===== src/rtl/uart_tx.sv =====
// uart_tx: FIFO-buffered 8E1 serial transmitter.
// Frame is start, 8 data bits LSB first, even parity, stop.
module uart_tx #(
    parameter int clk_per_bit = 868,
    parameter int fifo_depth  = 4
) (
    input  logic       clock,
    input  logic       reset,
    input  logic       i_data_valid,
    input  logic [7:0] i_data_byte,
    output logic       o_ready,
    output logic       o_tx,
    output logic       o_busy,
    output logic       o_done
);

    localparam int ptr_w = (fifo_depth > 1) ? $clog2(fifo_depth) : 1;
    localparam int cnt_w = $clog2(fifo_depth + 1);
    localparam logic [15:0] bit_last = 16'(clk_per_bit - 1);
    localparam logic [cnt_w-1:0] depth_c = cnt_w'(fifo_depth);

    typedef enum logic [2:0] {
        IDLE,
        START,
        DATA,
        PARITY,
        STOP
    } state_t;

    logic [7:0]       mem [fifo_depth];
    logic [ptr_w-1:0] wr_ptr;
    logic [ptr_w-1:0] rd_ptr;
    logic [cnt_w-1:0] count;
    logic             push;
    logic             pop;
    logic             empty;
    logic [7:0]       head;

    state_t     state;
    state_t     state_n;
    logic [15:0] cnt;
    logic [15:0] cnt_n;
    logic [2:0]  idx;
    logic [2:0]  idx_n;
    logic [7:0]  shift;
    logic [7:0]  shift_n;
    logic        par;
    logic        par_n;
    logic        tx_n;
    logic        done_n;
    logic        bit_end;

    assign o_ready = count < depth_c;
    assign empty   = count == '0;
    assign push    = i_data_valid && o_ready;
    assign head    = mem[rd_ptr];
    assign bit_end = cnt == bit_last;
    assign o_busy  = state != IDLE;

    // Storage needs no reset; count and pointers define validity.
    always_ff @(posedge clock) begin
        if (push) begin
            mem[wr_ptr] <= i_data_byte;
        end
    end

    always_ff @(posedge clock or posedge reset) begin
        if (reset) begin
            wr_ptr <= '0;
            rd_ptr <= '0;
            count  <= '0;
        end else begin
            if (push) begin
                wr_ptr <= ptr_w'(wr_ptr + 1'b1);
            end
            if (pop) begin
                rd_ptr <= ptr_w'(rd_ptr + 1'b1);
            end
            unique case ({push, pop})
                2'b10:   count <= count + 1'b1;
                2'b01:   count <= count - 1'b1;
                default: count <= count;
            endcase
        end
    end

    always_ff @(posedge clock or posedge reset) begin
        if (reset) begin
            state  <= IDLE;
            cnt    <= '0;
            idx    <= '0;
            shift  <= '0;
            par    <= 1'b0;
            o_tx   <= 1'b1;
            o_done <= 1'b0;
        end else begin
            state  <= state_n;
            cnt    <= cnt_n;
            idx    <= idx_n;
            shift  <= shift_n;
            par    <= par_n;
            o_tx   <= tx_n;
            o_done <= done_n;
        end
    end

    // Line level follows the current state, so o_tx lags state by one edge.
    always_comb begin
        state_n = state;
        cnt_n   = bit_end ? 16'd0 : cnt + 16'd1;
        idx_n   = idx;
        shift_n = shift;
        par_n   = par;
        tx_n    = 1'b1;
        done_n  = 1'b0;
        pop     = 1'b0;
        unique case (state)
            IDLE: begin
                cnt_n = '0;
                idx_n = '0;
                if (!empty) begin
                    pop     = 1'b1;
                    shift_n = head;
                    par_n   = ^head;
                    state_n = START;
                end
            end
            START: begin
                tx_n = 1'b0;
                if (bit_end) begin
                    idx_n   = '0;
                    state_n = DATA;
                end
            end
            DATA: begin
                tx_n = shift[0];
                if (bit_end) begin
                    shift_n = shift >> 1;
                    idx_n   = idx + 3'd1;
                    if (idx == 3'd7) begin
                        state_n = PARITY;
                    end
                end
            end
            PARITY: begin
                tx_n = par;
                if (bit_end) begin
                    state_n = STOP;
                end
            end
            STOP: begin
                if (bit_end) begin
                    done_n = 1'b1;
                    if (!empty) begin
                        pop     = 1'b1;
                        shift_n = head;
                        par_n   = ^head;
                        state_n = START;
                    end else begin
                        state_n = IDLE;
                    end
                end
            end
            default: begin
                cnt_n   = '0;
                idx_n   = '0;
                state_n = IDLE;
            end
        endcase
    end

endmodule


===== config.mk =====
export PLATFORM = sky130hd
export DESIGN_NAME = uart_tx
export DESIGN_NICKNAME = d
export VERILOG_FILES = /design/src/rtl/uart_tx.sv
export SDC_FILE = /design/constraint.sdc
export NUM_CORES = 1
export LEC_CHECK = 0
export BUFFER_PORTS_ARGS = -buffer_cell sky130_fd_sc_hd__buf_4
export CAP_MARGIN = 40
export CORE_AREA = 5 5 81 83
export CTS_CLUSTER_DIAMETER = 100
export DETAILED_ROUTE_END_ITERATION = 6
export DIE_AREA = 0 0 86 88
export GPL_TIMING_DRIVEN = 1
export PLACE_DENSITY = 0.76
export SETUP_SLACK_MARGIN = 0.02
export SLEW_MARGIN = 40
export SYNTH_ARGS = -nofsm -noshare
export SYNTH_HDL_FRONTEND = slang
export SYNTH_SLANG_ARGS = --single-unit
export TNS_END_PERCENT = 30

===== constraint.sdc =====
create_clock -name clock -period 4.3 [get_ports clock]
set_input_delay 0.645 -clock clock [delete_from_list [all_inputs] [get_ports clock]]
set_output_delay 0.645 -clock clock [all_outputs]
set_load 0.05 [all_outputs]

==> flow_metrics.tcl <==
set metrics [dict create \
    status "complete, no violations" \
    antenna_cells 0 \
    postSynthCellCount 260 \
    power.leakage_nw 1.42 \
    multi_input_area_um2 1220 \
    drtAntennaViolNets 0 \
    async_reset_ff_share_pct 55.6 \
    hold_path_class "primary input to asynchronous set/reset pin" \
    switchingPower_mw 0.683 \
    grt_pass1_wl_mm 9.44 \
    cts_root_buf "clkbuf_8" \
    synth_top_family_by_area "simple AND/OR/NAND/NOR gates" \
    grt_overflow 0 \
    fmax_mhz 286 \
    rsz0062_at_grt "false" \
    grt_max_degree 32 \
    synthMuxAreaShare_pct 8.25 \
    drt-total-wl_mm 5.57 \
    clock_latency_ps 330 \
    final_layout_size_suffix_gt1_share_pct 15.6 \
    internal_power_mw 1.63 \
    synth.avg_cell_area_um2 12.7 \
    firstDrtPassIters 4 \
    drv_slew 0 \
    switching_share_pct 29.6 \
    dp_hpwl_mm 3.74 \
    r2r_setup_slack_ps 800 \
    postCtsResizedCells 0 \
    die_w_um 86 \
    worstPathRequired_ps 4560 \
    clock-sinks 72 \
    synthFlopType "dfrtp_1" \
    powerDensity_nw_per_um2 621 \
    worstSetupPathType "flop to flop" \
    nFillCells 444 \
    finalNetCount 297 \
    initial_core_util_pct 56.9 \
    fin_crit_sh_pct 81.3 \
    combinationalPowerShare_pct 26.4 \
    power_frac_clock_pct 29.9 \
    path_clk_slew_ps 80 \
    synth_cell_type_count 37 \
    drc_errors 0 \
    htreeDepth 3 \
    yosysSeqAreaShare_pct 59.6 \
    final_cell_mix "dfrtp_1, edfxtp_1, nor2_1" \
    slew_headroom_pct 52.3 \
    synth-adder-area-share_pct 3.95 \
    grt_use_total_pct 16.4 \
    crit_arrival_ps 3760 \
    wl_per_cell_um 15.6 \
    synth_xor_xnor_area_share_pct 6.92 \
    worstPathMaxFanout 10 \
    io_pins 15 \
    setup_tns_ps 0 \
    gp_congestion 0.808 \
    ctsHoldBuffers 0 \
    synth_edf_count 32 \
    synth_seq_cells 72 \
    worst_pin_slew_ps 708 \
    synth_nets 280 \
    seqCellArea_um2 1960 \
    netlist_area_um2 3290 \
    worstReg2RegStart "cnt[12]" \
    coreArea_um2 5780 \
    r2r_cells 9 \
    finalPower_mw 2.31 \
    tritoncts "yes" \
    post_cts_buffers 0 \
    finalCriticalPeriod_ps 3500 \
    port_buffers 14 \
    synth-compound-area-share_pct 6.99 \
    drt-initial-drc-count 144 \
    final_common_cell "dfrtp_1" \
    dieArea_um2 7570 \
    startpoint_type "flop" \
    power.share.sequential_pct 43.7 \
    cts_buffers 9 \
    grt_pass1_vias 1998 \
    ys_warn_count 0 \
    avgViaCountPerCell 5.49 \
    skew_ps 6.81 \
    finalHoldViolCount 0 \
    antenna_found_initial 0 \
    area_growth_syn_to_layout_pct 12.9 \
    cp-end-kind "flop" \
    clockBufferDepth 2 \
    die_h_um 88 \
    rr_endpoint "count[2]" \
    maxCapViolations 0 \
    num_rows 28 \
    vias 1959 \
    report.final.setup_viol 0 \
    ir_worst_vdd_mv 0.341 \
    synth-simple-area-share_pct 10.9 \
]
cell type report:
class                   instances  share of cell area, %
multi-input cells             163                   33.0
clock buffers                  10                   3.43
well taps                      75                   2.52
flip-flops and latches         72                   52.8
clock inverters                 6                   3.53
inverters                      15                   1.51
repair buffers                 16                   3.23
cell families (layout without fill, tap and decap cells):
kind of cell    Yosys count  count (layout)
compound gates           35              35
buf+inv                  25              47
simple gates             75              75
flops                    72              72
xor+xnor                 26              26
fa+ha+maj                10              10
mux                      17              17
Yosys cell counts (all sizes together), types with 5 or more instances:
master  number  area, µm²
xnor2       20        175
mux2i        8       80.1
edfxtp      32        961
xor2         6       52.6
clkbuf       6       22.5
ha           8        100
nor2        24       90.1
dfrtp       39        976
nand3        8       40.0
o21ai       11       55.1
nor3         7       35.0
inv         15       56.3
mux4         8        180
and2         5       31.3
a21oi       12       60.1
nand2       15       56.3
a31oi        8       50.1
critical path, stage by stage, from the launching register on:
cell	delay, ps
dfrtp_1	410
or4_1	550
or4_1	790
a2111oi_4	570
ha_1	280
inv_1	60
fa_1	370
xor2_1	150
nor2_1	120
xnor2_1	120
metrics by stage:
step / worst slack, ps / utilization, % / instance area [µm²] / cells / hold slack [ps]
after floorplan: 1140 / - / 3290 / 260 / 476
final: 804 / 64.3 / 3720 / 357 / 285
after global routing: 643 / 64.3 / 3720 / 357 / 295
after detailed placement: 804 / 59.8 / 3460 / 341 / 499
after CTS: 787 / 64.3 / 3720 / 357 / 289
after global placement: 935 / 59.7 / 3450 / 341 / 493
power by group through the flow:
stage,combinational [mW],sequential (mW),clock (mW)
3_5_place_dp,0.618,1.02,0
3_3_place_gp,0.595,1.01,0
2_1_floorplan,0.543,0.953,0
6_report,0.609,1.01,0.690
4_1_cts,0.620,1.01,0.700
5_1_grt,0.684,1.04,0.737
sequential cells by signal (all words and copies together), names as in the netlist:
register	flops
mem	32
cnt	16
shift	8
count	3
idx	3
state	3
rd_ptr	2
wr_ptr	2
o_done	1
o_tx	1
par	1
worst max-delay path by stage:
stage,start,to,cells past startpoint
global route,cnt[12],count[2],9
CTS,cnt[12],count[2],9
floorplan,cnt[12],count[2],10
detailed placement,cnt[12],count[2],9
global placement,cnt[12],count[2],9
finish,cnt[12],count[2],9
routing by layer:
layer	share of wire [%]	vias to the layer above	track usage (%)
li1	-	959	-
met1	45	959	20.7
met2	51	38	27.8
met3	3.4	3	3.76
met4	0.47	0	6.04
met5	0	-	0
(Power assumes the default switching activity.)
